<file path="src/rtl/ctrlr_if_pkg.sv">
// Shared constants and types for the serial game-pad responder.
// Pad count, bits per pad and FSM state encoding live here.
package ctrlr_if_pkg;

  localparam int CTRLR_BITS = 12;
  localparam int NUM_CTRLRS = 4;
  localparam int IDX_W      = $clog2(CTRLR_BITS);

  typedef logic [CTRLR_BITS-1:0] pad_word_t;

  typedef enum logic [2:0] {
    ST_WAIT   = 3'd0,
    ST_LATCH  = 3'd1,
    ST_SAMPLE = 3'd2,
    ST_PULSE  = 3'd3,
    ST_UPDATE = 3'd4
  } ctrlr_state_t;

endpackage

</file>
<file path="src/rtl/ctrlr_if_if.sv">
// Read port between the memory controller (master) and the pad responder (slave).
// Pure combinational read: select and enable in, held button word out.
interface ctrlr_if_if;
  import ctrlr_if_pkg::*;

  logic      ctrlr_re;
  logic [1:0] addr_ctrlr;
  pad_word_t dout_ctrlr;

  modport master (output ctrlr_re, output addr_ctrlr, input dout_ctrlr);
  modport slave  (input ctrlr_re, input addr_ctrlr, output dout_ctrlr);

endinterface

</file>
<file path="src/rtl/ctrlr_tick_gen.sv">
// Divides clk by CLK_DIV into a one-cycle tick strobe (count 0..CLK_DIV-1, tick on the last).
// The count freezes while en is low so the FSM can insert single-clock states.
module ctrlr_tick_gen #(
  parameter int CLK_DIV = 4
) (
  input  logic clk,
  input  logic reset,
  input  logic en,
  output logic tick
);

  localparam int CW = $clog2(CLK_DIV);
  localparam logic [CW-1:0] CNT_MAX = CW'(CLK_DIV - 1);

  logic [CW-1:0] cnt;

  always_ff @(posedge clk) begin
    if (reset) begin
      cnt <= '0;
    end else if (en) begin
      cnt <= (cnt == CNT_MAX) ? '0 : cnt + CW'(1);
    end
  end

  assign tick = en && (cnt == CNT_MAX);

endmodule

</file>
<file path="src/rtl/ctrlr_if.sv">
// Polls four SNES-style pads over a shared latch/clock pair and holds the last complete frame.
// Reads are combinational; held words change atomically one clock after frame_done.
module ctrlr_if
  import ctrlr_if_pkg::*;
#(
  parameter int CLK_DIV     = 4,
  parameter int POLL_PERIOD = 8
) (
  input  logic                  clk,
  input  logic                  reset,
  ctrlr_if_if.slave             bus,
  output logic                  ctrlr_latch,
  output logic                  ctrlr_clk,
  input  logic [NUM_CTRLRS-1:0] ctrlr_data,
  output logic                  frame_done
);

  localparam int WAIT_W = $clog2(POLL_PERIOD + 1);
  localparam logic [IDX_W-1:0] LAST_IDX = IDX_W'(CTRLR_BITS - 1);

  ctrlr_state_t      state;
  logic [WAIT_W-1:0] wait_cnt;
  logic              latch_ph;
  logic [IDX_W-1:0]  idx;
  logic              tick;
  pad_word_t         shift_reg [NUM_CTRLRS];
  pad_word_t         held      [NUM_CTRLRS];

  // UPDATE is a single clock; freezing the divider there keeps tick phase intact
  // and makes the frame period a whole number of ticks plus one clock.
  ctrlr_tick_gen #(.CLK_DIV(CLK_DIV)) u_tick (
    .clk   (clk),
    .reset (reset),
    .en    (state != ST_UPDATE),
    .tick  (tick)
  );

  always_ff @(posedge clk) begin
    if (reset) begin
      state       <= ST_WAIT;
      wait_cnt    <= '0;
      latch_ph    <= 1'b0;
      idx         <= '0;
      ctrlr_latch <= 1'b0;
      ctrlr_clk   <= 1'b1;
      frame_done  <= 1'b0;
      for (int p = 0; p < NUM_CTRLRS; p++) begin
        shift_reg[p] <= '0;
        held[p]      <= '0;
      end
    end else begin
      frame_done <= 1'b0;
      case (state)
        ST_WAIT: begin
          if (tick) begin
            if (wait_cnt <= WAIT_W'(1)) begin
              state       <= ST_LATCH;
              ctrlr_latch <= 1'b1;
              latch_ph    <= 1'b0;
            end else begin
              wait_cnt <= wait_cnt - WAIT_W'(1);
            end
          end
        end
        ST_LATCH: begin
          if (tick) begin
            if (latch_ph) begin
              state       <= ST_SAMPLE;
              ctrlr_latch <= 1'b0;
              idx         <= '0;
            end else begin
              latch_ph <= 1'b1;
            end
          end
        end
        ST_SAMPLE: begin
          if (tick) begin
            // Pads drive active-low; store as 1 = pressed.
            for (int p = 0; p < NUM_CTRLRS; p++) begin
              shift_reg[p][idx] <= ~ctrlr_data[p];
            end
            if (idx == LAST_IDX) begin
              state      <= ST_UPDATE;
              frame_done <= 1'b1;
            end else begin
              state     <= ST_PULSE;
              ctrlr_clk <= 1'b0;
            end
          end
        end
        ST_PULSE: begin
          if (tick) begin
            state     <= ST_SAMPLE;
            ctrlr_clk <= 1'b1;
            idx       <= idx + IDX_W'(1);
          end
        end
        ST_UPDATE: begin
          for (int p = 0; p < NUM_CTRLRS; p++) begin
            held[p] <= shift_reg[p];
          end
          wait_cnt <= WAIT_W'(POLL_PERIOD);
          state    <= ST_WAIT;
        end
        default: state <= ST_WAIT;
      endcase
    end
  end

  assign bus.dout_ctrlr = bus.ctrlr_re ? held[bus.addr_ctrlr] : '0;

endmodule

</file>
<file path="src/flat_wrapper.sv">
// flat-port wrapper written by rule: the top's interface ports become plain ports
module ctrlr_if_flat import ctrlr_if_pkg::*;
#(
  parameter int CLK_DIV     = 4,
  parameter int POLL_PERIOD = 8
)
  (clk, reset, ctrlr_latch, ctrlr_clk, ctrlr_data, frame_done, bus_ctrlr_re, bus_addr_ctrlr, bus_dout_ctrlr);
  ctrlr_if_if bus_i ();
  input  logic clk;
  input  logic reset;
  output logic ctrlr_latch;
  output logic ctrlr_clk;
  input  logic [NUM_CTRLRS-1:0] ctrlr_data;
  output logic frame_done;
  input wire logic [$bits(bus_i.ctrlr_re)-1:0] bus_ctrlr_re;
  input wire logic [$bits(bus_i.addr_ctrlr)-1:0] bus_addr_ctrlr;
  output wire logic [$bits(bus_i.dout_ctrlr)-1:0] bus_dout_ctrlr;
  assign bus_i.ctrlr_re = bus_ctrlr_re;
  assign bus_i.addr_ctrlr = bus_addr_ctrlr;
  assign bus_dout_ctrlr = bus_i.dout_ctrlr;
  ctrlr_if #(.CLK_DIV(CLK_DIV), .POLL_PERIOD(POLL_PERIOD)) u_core (.clk(clk), .reset(reset), .bus(bus_i), .ctrlr_latch(ctrlr_latch), .ctrlr_clk(ctrlr_clk), .ctrlr_data(ctrlr_data), .frame_done(frame_done));
endmodule
</file>
<file path="config.mk">
export PLATFORM = sky130hd
export DESIGN_NAME = ctrlr_if_flat
export DESIGN_NICKNAME = d
export VERILOG_FILES = /design/src/rtl/ctrlr_if_pkg.sv /design/src/rtl/ctrlr_if_if.sv /design/src/rtl/ctrlr_tick_gen.sv /design/src/rtl/ctrlr_if.sv /design/src/flat_wrapper.sv
export SDC_FILE = /design/constraint.sdc
export NUM_CORES = 1
export LEC_CHECK = 0
export BUFFER_PORTS_ARGS = -buffer_cell sky130_fd_sc_hd__buf_2
export CAP_MARGIN = 15
export CORE_ASPECT_RATIO = 1.5
export CORE_MARGIN = 2
export CORE_UTILIZATION = 61
export DETAILED_ROUTE_END_ITERATION = 7
export GPL_TIMING_DRIVEN = 0
export PLACE_DENSITY = 0.79
export SETUP_SLACK_MARGIN = 0.15
export SLEW_MARGIN = 40
export SYNTH_ARGS = -nofsm -noshare
export SYNTH_HDL_FRONTEND = slang
export SYNTH_SLANG_ARGS = --single-unit
</file>
<file path="constraint.sdc">
create_clock -name clk -period 3.5 [get_ports clk]
set_input_delay 0.7 -clock clk [delete_from_list [all_inputs] [get_ports clk]]
set_output_delay 0.7 -clock clk [all_outputs]
set_load 0.02 [all_outputs]
</file>
==> results.ini, run 1 <==
[run_status]
outcome = finished clean

[logic_synthesis]
synth_flop_cell = edfxtp_1
synth_async_sr_flop_share_pct = 0
syn-instance-count = 375
yosysWarnings = 0
avgSynthCellArea_um2 = 13.1
synth_area_um2 = 4930
ys_top_cells_by_area = edfxtp_1 59%, and2_1 7.9%, dfxtp_1 6.9%
synthesis.nets = 391
yosysUniqueCellTypes = 46
synth_edf_count = 96
yosys-top-cells-count = 96 x edfxtp_1, 62 x and2_1, 59 x nor2_1
ys_seq_area_share_pct = 65.4
synth-seq-cells = 113
yosysTopAreaCell = edfxtp_1
synth_top_area_share_pct = 58.5
synth_most_common_cell = edfxtp_1

[timing]
tightest_slew_ps = 607
rsz0062_at_grt = false
period_share_pct = 77.4
clock_skew_ps = 5.84
finalSetupViolations = 0
slew_headroom_pct = 59.6
maxSlewViolCount = 0
period_needed_ps = 2710
whs_ps = 466
timing.setup.tns_ps = 0
fmax_mhz = 369
hold_viol = 0

[final_layout]
layout.cells.non_filler = 535
multi_input_area_um2 = 1560
n_antenna_cell = 0
fin_util_pct = 72.3
fin_nets = 433
area_growth_pct = 16.0
fillerInstances = 529
drive_gt1_share_pct = 18.6
register_area_um2 = 3220

[floorplan]
dieWidth_um = 77.4
fp.dieArea_um2 = 8820
core_area_um2 = 7910
start_util_pct = 62.3
rows = 40
io_pins = 24
die_y_um = 114

[global_routing]
grt_pass1_wl_mm = 14.0
antenna_found_initial = 0
track_usage_pct = 21.3
first_global_vias = 2910
overflow = 0
grt_max_degree = 49

[worst_setup_path]
ff2ff_setup_slack_ps = 1510
critPathArrivalTime_ps = 2010
path_class = primary input to primary output
start_kind = primary input
crit_fanout = 10
end_kind = primary output
critPathRequiredTime_ps = 2800

[cts]
cts.repair.resized = 0
clk_pin_slew_ps = 50
post_cts_buffers = 0
cts_buffers = 17
htreeDepth = 4
cts-root-buf = clkbuf_16
cts_tree = done
cts_hold_buf = 0
clkSinkCount = 113
max-clock-path-buffers = 2
clock_latency_ps = 400

[power_and_ir_drop]
p_leak_uw = 0.00214
irDropWorstVdd_v = 0.000456
p_per_area_nw_per_um2 = 551

[route]
via_count = 2902
routed_wl_mm = 8.40
drt-pass1-iter-count = 4
wire_per_inst_um = 15.7
postRouteAntennaNets = 0
initialDrtViolationCount = 194
viasPerCell = 5.42
drc_errors = 0

[job]
max_cap_viol_count = 0

[place]
port_buffers = 22
dp_cells = 503
place_congestion = 0.828
hpwlAfterDp_mm = 6.04

[hold_path]
hold_path_class = register to register

critical path: stages:
cell and delay [ps]:
buf_2 120, buf_2 330, mux4_2 540, and2_1 160, buf_2 150
through the flow:
step                      total power, uW  area, um^2  setup slack [ps]
after floorplan                      1650        4930               696
after global placement               1680        5170              30.7
after detailed placement             1690        5190               753
after CTS                            3170        5720               752
after global routing                 3240        5720               668
final                                3150        5720               789
path summary, 6_finish.rpt:
kind                                                         from                                    end  cells after the start
worst min register to register      u_core.ctrlr_clk$_SDFFE_PP1P_          u_core.ctrlr_clk$_SDFFE_PP1P_                      2
worst max-delay path                            bus_addr_ctrlr[0]                      bus_dout_ctrlr[5]                      5
worst max register to register  u_core.u_tick.cnt[0]$_SDFFE_PP0P_  u_core.shift_reg[0][11]$_SDFFCE_PN0P_                      4
worst min-delay path                u_core.ctrlr_clk$_SDFFE_PP1P_          u_core.ctrlr_clk$_SDFFE_PP1P_                      2
metal layers:
metal	routed length [um]	part of all wire, %	GRT usage (%)	up-vias
met1	3290	39	22.5	1403
met5	0	0	0	-
met4	180	2.1	11.1	0
met2	4630	55	37.9	63
met3	296	3.5	6.94	17
li1	-	-	-	1419
layout make-up:
class / count / area share, %
Clock buffer: 25 / 8.49
Sequential cell: 113 / 56.4
Inverter: 6 / 0.394
Buffer: 23 / 2.21
Multi-Input combinational cell: 233 / 27.3
Timing Repair Buffer: 23 / 2.28
Clock inverter: 7 / 0.613
Tap cell: 105 / 2.30
cells by family after synthesis:
family                     share of synthesized area [%]
and+or+nand+nor                                     19.4
DFF                                                 65.4
AOI/OAI and AO/OA                                   4.57
buffers and inverters                               3.02
muxes                                               5.49
adders and majority gates                           1.78
xor gates and xnor gates                           0.356
cell usage in the layout (no fill, tap or decap), types with 2 or more instances in the layout:
master,n
a21oi_1,7
and2_1,62
edfxtp_1,96
nand2_1,16
clkinv_2,7
nand2b_1,9
or2_1,2
o21ai_0,4
a31oi_1,4
nand3b_1,2
buf_2,28
and3_1,2
nand4_1,3
inv_1,6
o31ai_1,2
and4_1,2
o21bai_1,8
dfxtp_1,17
clkbuf_8,3
or2_2,2
nor2_1,59
buf_6,4
ha_1,7
nor2b_1,3
a311oi_1,2
clkbuf_1,15
nand3_1,2
mux4_2,12
nor3_1,5
clkbuf_16,17
clkbuf_2,2
power by group:
group	switching, uW	total [uW]	leakage, uW	internal (uW)
registers	14.7	1520	0.00109	1510
logic	82.1	141	0.000785	59.1
clock network	534	1480	0.000264	947
total	631	3150	0.00214	2520
(Power assumes the default switching activity.)
==> inputs of run 2 (changes only) <==
--- a/config.mk
+++ b/config.mk
@@ -5,6 +5,7 @@
 export SDC_FILE = /design/constraint.sdc
 export NUM_CORES = 1
 export LEC_CHECK = 0
+export ABC_AREA = 1
 export BUFFER_PORTS_ARGS = -buffer_cell sky130_fd_sc_hd__buf_2
 export CAP_MARGIN = 15
 export CORE_ASPECT_RATIO = 1.5
==> constraint.sdc (replaced) <==
create_clock -name clk -period 2.69 [get_ports clk]
set_input_delay 0.538 -clock clk [delete_from_list [all_inputs] [get_ports clk]]
set_output_delay 0.538 -clock clk [all_outputs]
set_load 0.02 [all_outputs]
==> run 2 against run 1 <==
  * Critical path depth rose by 1
  * Hold slack got worse by 14 ps
  * Count of clock-buffer cells in the layout fell by 5
  * Synthesized cell count rose by 38%
  * Register-to-register slack got worse by 870 ps
==> results.ini, run 2 <==
[logic_synthesis]
yosysWarnings = 0  ; unchanged
synth_async_sr_flop_share_pct = 0  ; unchanged
synth_flop_cell = edfxtp_1  ; unchanged
ys_seq_area_share_pct = 62.2  ; was 65.4%
ys_top_cells_by_area = edfxtp_1 56%, nor2_1 11%, dfxtp_1 6.6%  ; was edfxtp_1 59%, and2_1 7.9%, dfxtp_1 6.9%
yosysTopAreaCell = edfxtp_1  ; unchanged
synth_top_area_share_pct = 55.6  ; was 58.5%
yosysUniqueCellTypes = 26  ; was 46
synth_area_um2 = 5180  ; was 4930 um^2
syn-instance-count = 517  ; was 375
yosys-top-cells-count = 147 x nor2_1, 96 x edfxtp_1, 73 x inv_1  ; was 96 x edfxtp_1, 62 x and2_1, 59 x nor2_1
synth_most_common_cell = nor2_1  ; was edfxtp_1
synthesis.nets = 533  ; was 391
synth_edf_count = 96  ; unchanged
synth-seq-cells = 113  ; unchanged
avgSynthCellArea_um2 = 10.0  ; was 13.1 um^2

[worst_setup_path]
cpMaxStageDelayCell = clkbuf_1  ; was mux4_2
ff2ff_setup_slack_ps = 640  ; was 1510 ps
timing.rr.start = u_core.state[0]$_SDFFE_PP0P_  ; was u_core.u_tick.cnt[0]$_SDFFE_PP0P_
start_kind = primary input  ; unchanged
end_kind = primary output  ; unchanged
critPathRequiredTime_ps = 2150  ; was 2800 ps
critPathArrivalTime_ps = 1760  ; was 2010 ps
worst_r2r_endpoint = u_core.shift_reg[2][11]$_SDFFCE_PN0P_  ; was u_core.shift_reg[0][11]$_SDFFCE_PN0P_
crit_fanout = 10  ; unchanged
path_cells = buf_2, inv_2, clkbuf_1, o21ai_0, a21oi_1, buf_2  ; was buf_2, buf_2, mux4_2, and2_1, buf_2
path_class = primary input to primary output  ; unchanged
r2r.worst_path.cells = 6  ; was 4
crit_top_cell = buf_2  ; unchanged
cpPeakStageDelay_ps = 410  ; was 540 ps

[route]
postRouteAntennaNets = 0  ; unchanged
initialDrtViolationCount = 233  ; was 194
drc_errors = 0  ; unchanged
viasPerCell = 5.10  ; was 5.42
routed_wl_mm = 9.81  ; was 8.40 mm
via_count = 3449  ; was 2902
drt-pass1-iter-count = 4  ; unchanged
wire_per_inst_um = 14.5  ; was 15.7 um

[timing]
hold_viol = 0  ; unchanged
timing.setup.tns_ps = 0  ; unchanged
clock_skew_ps = 5.93  ; was 5.84 ps
maxSlewViolCount = 0  ; unchanged
fmax_mhz = 436
tightest_slew_ps = 660  ; was 607 ps
period_share_pct = 85.3
rsz0062_at_grt = false  ; unchanged
period_needed_ps = 2290
slew_headroom_pct = 56.0  ; was 59.6%
finalSetupViolations = 0  ; unchanged
setup_slack_ps = 395  ; was 789 ps

[final_layout]
n_antenna_cell = 0  ; unchanged
most-common-layout-cells = 147 x nor2_1, 96 x edfxtp_1, 73 x inv_1  ; was 96 x edfxtp_1, 62 x and2_1, 59 x nor2_1
layout.cells.non_filler = 676  ; was 535
multi_input_area_um2 = 1540  ; was 1560 um^2
layout_commonest_cell = nor2_1  ; was edfxtp_1
area_growth_pct = 14.6  ; was 16.0%
fillerInstances = 591  ; was 529
drive_gt1_share_pct = 16.3  ; was 18.6%
register_area_um2 = 3220  ; unchanged
fin_util_pct = 71.5  ; was 72.3%
fin_nets = 573  ; was 433

[floorplan]
core_area_um2 = 8310  ; was 7910 um^2
fp.dieArea_um2 = 9270  ; was 8820 um^2
die_y_um = 117  ; was 114 um
io_pins = 24  ; unchanged
dieWidth_um = 79.3  ; was 77.4 um
start_util_pct = 62.4  ; was 62.3%
rows = 41  ; was 40

[cts]
cts_tree = done  ; unchanged
cts_buffers = 17  ; unchanged
clk_pin_slew_ps = 50  ; about the same
clock_latency_ps = 400  ; about the same
htreeDepth = 4  ; unchanged
cts_hold_buf = 0  ; unchanged
cts-root-buf = clkbuf_16  ; unchanged
cts.repair.resized = 0  ; unchanged
clkSinkCount = 113  ; unchanged
post_cts_buffers = 0  ; unchanged
max-clock-path-buffers = 2  ; unchanged

[power_and_ir_drop]
p_per_area_nw_per_um2 = 726  ; was 551 nW/um^2
power_frac_comb_pct = 8.8  ; was 4.5%
p_sw_uw = 977  ; was 631 uW
clockPowerShare_pct = 44.2  ; was 47.1%
seq_power_share_pct = 46.9  ; was 48.5%
p_leak_uw = 0.00242  ; was 0.00214 uW
swShare_pct = 22.7  ; was 20.0%
irDropWorstVdd_v = 0.000511  ; was 0.000456 V
p_int_uw = 3330  ; was 2520 uW

[place]
dp_worst_setup_slack_ps = 359  ; was 753 ps
place_congestion = 0.786  ; was 0.828
dp_cells = 645  ; was 503
hpwlAfterDp_mm = 6.88  ; was 6.04 mm
port_buffers = 21  ; was 22

[hold_path]
min_to = u_core.shift_reg[2][0]$_SDFFCE_PN0P_  ; was u_core.ctrlr_clk$_SDFFE_PP1P_
hold_depth = 2  ; unchanged
hold_start = ctrlr_data[2]  ; was u_core.ctrlr_clk$_SDFFE_PP1P_
hold_path_class = primary input to register  ; was register to register

[run_status]
outcome = finished clean  ; unchanged

[global_routing]
track_usage_pct = 23.6  ; was 21.3%
antenna_found_initial = 0  ; unchanged
grt_max_degree = 51  ; was 49
overflow = 0  ; unchanged
first_global_vias = 3462  ; was 2910
grt_pass1_wl_mm = 16.2  ; was 14.0 mm

[job]
max_cap_viol_count = 0  ; unchanged

-- run 2: cell count changes in the layout (fill, tap and decap cells not counted), sizes merged, moves of 4 or more --
cell,previous run,this run
nor2,60,167
inv,6,77
and2,62,0
nand2,16,43
o21ai,4,31
nand3,3,25
a21oi,7,23
mux4,12,0
nand2b,10,0
o21bai,8,0
clkbuf,37,31
a31oi,4,0
or2,4,0
-- run 2: cell type report --
| class | instances | area share, % |
|---|---|---|
| flip-flops and latches | 113 | 54.3 |
| clock buffers | 20 | 7.35 |
| clock inverters | 11 | 1.22 |
| plain buffers | 23 | 2.38 |
| well taps | 107 | 2.25 |
| repair buffers | 21 | 1.77 |
| inverters | 77 | 4.87 |
| multi-input cells | 304 | 25.9 |
-- run 2: worst max-delay path: cells and delay by family --
family | cells | cell delay [ps]
compound gates | 2 | 360
buf+inv | 4 | 860
-- run 2: logic make-up (layout without fill, tap and decap cells) --
kind of cell               after synthesis  count (layout)  share of synthesized area, %
buffers and inverters                  100             152                          8.30
DFF                                    113             113                          62.2
and+or+nand+nor                        241             241                          22.3
adders and majority gates                7               7                          1.69
AOI/OAI and AO/OA                       56              56                          5.50
-- run 2: per-layer routing --
metal / vias to the layer above / track usage, % / routed length, um / part of all wire [%]
li1: 1743 / - / - / -
met1: 1636 / 23.8 / 3670 / 37
met2: 60 / 44.7 / 5720 / 58
met3: 10 / 5.98 / 283 / 2.9
met4: 0 / 11.5 / 136 / 1.4
met5: - / 0 / 0 / 0
-- run 2: how the worst max path moves through the flow --
stage | startpoint | to | slack [ps] | cells past startpoint
floorplan | reset | u_core.shift_reg[0][11]$_SDFFCE_PN0P_ | 580 | 6
global placement | reset | u_core.shift_reg[1][11]$_SDFFCE_PN0P_ | 250 | 6
detailed placement | bus_addr_ctrlr[0] | bus_dout_ctrlr[7] | 360 | 6
CTS | bus_addr_ctrlr[1] | bus_dout_ctrlr[9] | 390 | 7
global route | bus_addr_ctrlr[1] | bus_dout_ctrlr[9] | 280 | 7
finish | bus_addr_ctrlr[0] | bus_dout_ctrlr[7] | 400 | 6
-- run 2: metrics by stage --
stage	power, uW	hold slack (ps)	area, um^2
after floorplan	2340	450	5190
after global placement	2420	445	5430
after detailed placement	2440	452	5430
after CTS	4340	440	5940
after global routing	4450	439	5940
final	4310	452	5940
-- run 2: power by group through the flow --
stage	clock network, uW	registers, uW	logic, uW
after floorplan	0	2050	285
after global placement	0	2050	368
after detailed placement	0	2060	380
after CTS	1930	2020	383
after global routing	2000	2030	428
final	1910	2020	381
==> inputs of run 3 (changes only) <==
--- a/config.mk
+++ b/config.mk
@@ -5,15 +5,14 @@
 export SDC_FILE = /design/constraint.sdc
 export NUM_CORES = 1
 export LEC_CHECK = 0
-export ABC_AREA = 1
 export BUFFER_PORTS_ARGS = -buffer_cell sky130_fd_sc_hd__buf_2
 export CAP_MARGIN = 15
 export CORE_ASPECT_RATIO = 1.5
-export CORE_MARGIN = 2
 export CORE_UTILIZATION = 61
 export DETAILED_ROUTE_END_ITERATION = 7
 export GPL_TIMING_DRIVEN = 0
 export PLACE_DENSITY = 0.79
+export REMOVE_ABC_BUFFERS = 1
 export SETUP_SLACK_MARGIN = 0.15
 export SLEW_MARGIN = 40
 export SYNTH_ARGS = -nofsm -noshare
==> run 3 against run 2 <==
  * Utilization rose by 3.7 points
  * Flip-flop and latch count did not move
  * Combinational power is 54% lower
  * Sequential power about the same
  * Die area is 8.9% lower
  * Critical path depth fell by 2
==> results.ini, run 3 (synthesized netlist as in run 1, its figures left out) <==
[cts]
cts-root-buf = clkbuf_16  ; unchanged
cts.repair.resized = 1  ; was 0
cts_hold_buf = 0  ; unchanged
cts_tree = done  ; unchanged
clock_latency_ps = 410  ; was 400 ps
cts_buffers = 17  ; unchanged
clk_pin_slew_ps = 50  ; about the same
htreeDepth = 4  ; unchanged
clkSinkCount = 113  ; unchanged
max-clock-path-buffers = 2  ; unchanged
post_cts_buffers = 0  ; unchanged

[timing]
rsz0062_at_grt = false  ; unchanged
period_share_pct = 88.3  ; was 85.3%
period_needed_ps = 2380  ; was 2290 ps
slew_headroom_pct = 55.7  ; was 56.0%
setup_slack_ps = 314  ; was 395 ps
hold_viol = 0  ; unchanged
tightest_slew_ps = 663  ; was 660 ps
finalSetupViolations = 0  ; unchanged
clock_skew_ps = 7.82  ; was 5.93 ps
fmax_mhz = 421  ; was 436 MHz
maxSlewViolCount = 0  ; unchanged

[place]
placed_area_um2 = 5100  ; was 5430 um^2
port_buffers = 23  ; was 21
dp_cells = 479  ; was 645
place_congestion = 0.754  ; was 0.786
hpwlAfterDp_mm = 5.30  ; was 6.88 mm
dp_worst_setup_slack_ps = 176  ; was 359 ps

[worst_setup_path]
timing.rr.start = u_core.u_tick.cnt[0]$_SDFFE_PP0P_  ; was u_core.state[0]$_SDFFE_PP0P_
crit_family = simple AND/OR/NAND/NOR gates  ; was buffers and inverters
start_kind = register  ; was primary input
path_buf_inv = 0  ; was 4
cpPeakStageDelay_ps = 460  ; was 410 ps
crit_fanout = 14  ; was 10
cpMaxStageDelayCell = ha_1  ; was clkbuf_1
end_kind = register  ; was primary output
critPathArrivalTime_ps = 2440  ; was 1760 ps
path_cells = ha_1, nor2b_2, nand3_2, o21bai_1  ; was buf_2, inv_2, clkbuf_1, o21ai_0, a21oi_1, buf_2
startpoint = u_core.u_tick.cnt[0]$_SDFFE_PP0P_  ; was bus_addr_ctrlr[0]
path_class = register to register  ; was primary input to primary output
critPathRequiredTime_ps = 2750  ; was 2150 ps

[hold_path]
hold_path_class = primary input to register  ; unchanged
hold_start = ctrlr_data[1]  ; was ctrlr_data[2]

[floorplan]
fp.dieArea_um2 = 8450  ; was 9270 um^2
dieWidth_um = 75.4  ; was 79.3 um
core_area_um2 = 7710  ; was 8310 um^2
start_util_pct = 63.9  ; was 62.4%
die_y_um = 112  ; was 117 um
rows = 39  ; was 41
io_pins = 24  ; unchanged

[route]
wire_per_inst_um = 16.6  ; was 14.5 um
drt-pass1-iter-count = 4  ; unchanged
initialDrtViolationCount = 147  ; was 233
routed_wl_mm = 8.44  ; was 9.81 mm
via_count = 2874  ; was 3449
viasPerCell = 5.64  ; was 5.10
drc_errors = 0  ; unchanged
postRouteAntennaNets = 0  ; unchanged

[final_layout]
n_antenna_cell = 0  ; unchanged
final_area_um2 = 5800  ; was 5940 um^2
fin_nets = 412  ; was 573
fin_util_pct = 75.2  ; was 71.5%
drive_gt1_share_pct = 17.9  ; was 16.3%
area_growth_pct = 17.7  ; was 14.6%
most-common-layout-cells = 96 x edfxtp_1, 62 x and2_1, 58 x nor2_1  ; was 147 x nor2_1, 96 x edfxtp_1, 73 x inv_1
layout.cells.non_filler = 510  ; was 676
layout_commonest_cell = edfxtp_1  ; was nor2_1

[run_status]
outcome = finished clean  ; unchanged

[global_routing]
track_usage_pct = 22.9  ; was 23.6%
antenna_found_initial = 0  ; unchanged
grt_pass1_wl_mm = 13.6  ; was 16.2 mm
overflow = 0  ; unchanged
first_global_vias = 2890  ; was 3462
grt_max_degree = 39  ; was 51

[job]
max_cap_viol_count = 0  ; unchanged

[power_and_ir_drop]
p_leak_uw = 0.00216  ; was 0.00242 uW
p_per_area_nw_per_um2 = 825  ; was 726 nW/um^2
irDropWorstVdd_v = 0.000828  ; was 0.000511 V
power_uw = 4790  ; was 4310 uW

==> run 3: metal layers <==
layer / global-route usage, % / up-vias / routed length, um
met3: 7.09 / 17 / 390
met4: 11.4 / 0 / 189
li1: - / 1378 / -
met1: 25.4 / 1401 / 3140
met2: 38.7 / 78 / 4720
met5: 0 / - / 0
==> run 3: power by group <==
part           internal, uW  switching, uW  total [uW]  leakage (uW)
combinational          72.0            102         175      0.000729
sequential             1960           25.3        1990       0.00109
clock                  1900            723        2620      0.000339
total                  3930            851        4790       0.00216
==> run 3: metrics by stage <==
step | hold slack [ps] | setup TNS [ps]
after detailed placement | 469 | 0
after floorplan | 457 | 0
after global routing | 476 | 0
after global placement | 458 | -23690
final | 477 | 0
after CTS | 463 | 0
==> run 3: final timing paths <==
| kind | endpoint | slack [ps] | cells after the start |
|---|---|---|---|
| worst max-delay path | u_core.shift_reg[3][2]$_DFFE_PP_ | 310 | 4 |
| worst min-delay path | u_core.shift_reg[1][11]$_SDFFCE_PN0P_ | 480 | 2 |
| worst min register to register | u_core.ctrlr_clk$_SDFFE_PP1P_ | 490 | 2 |
| worst max register to register | u_core.shift_reg[3][2]$_DFFE_PP_ | 310 | 4 |
==> run 3: final cells by class <==
cell class,instances,area (um^2)
Clock buffer,17,425
Clock inverter,14,267
Fill cell,499,1910
Inverter,6,22.5
Multi-Input combinational cell,233,1570
Sequential cell,113,3220
Tap cell,102,128
Timing Repair Buffer,25,163
==> run 3: worst reg2reg max path: cells and delay by family (launching register included) <==
kind	cells	cell delay [ps]
adder cells (fa/ha/maj)	1	460
AO/OA/AOI/OAI	1	450
flip-flops	1	350
AND/OR/NAND/NOR	2	770
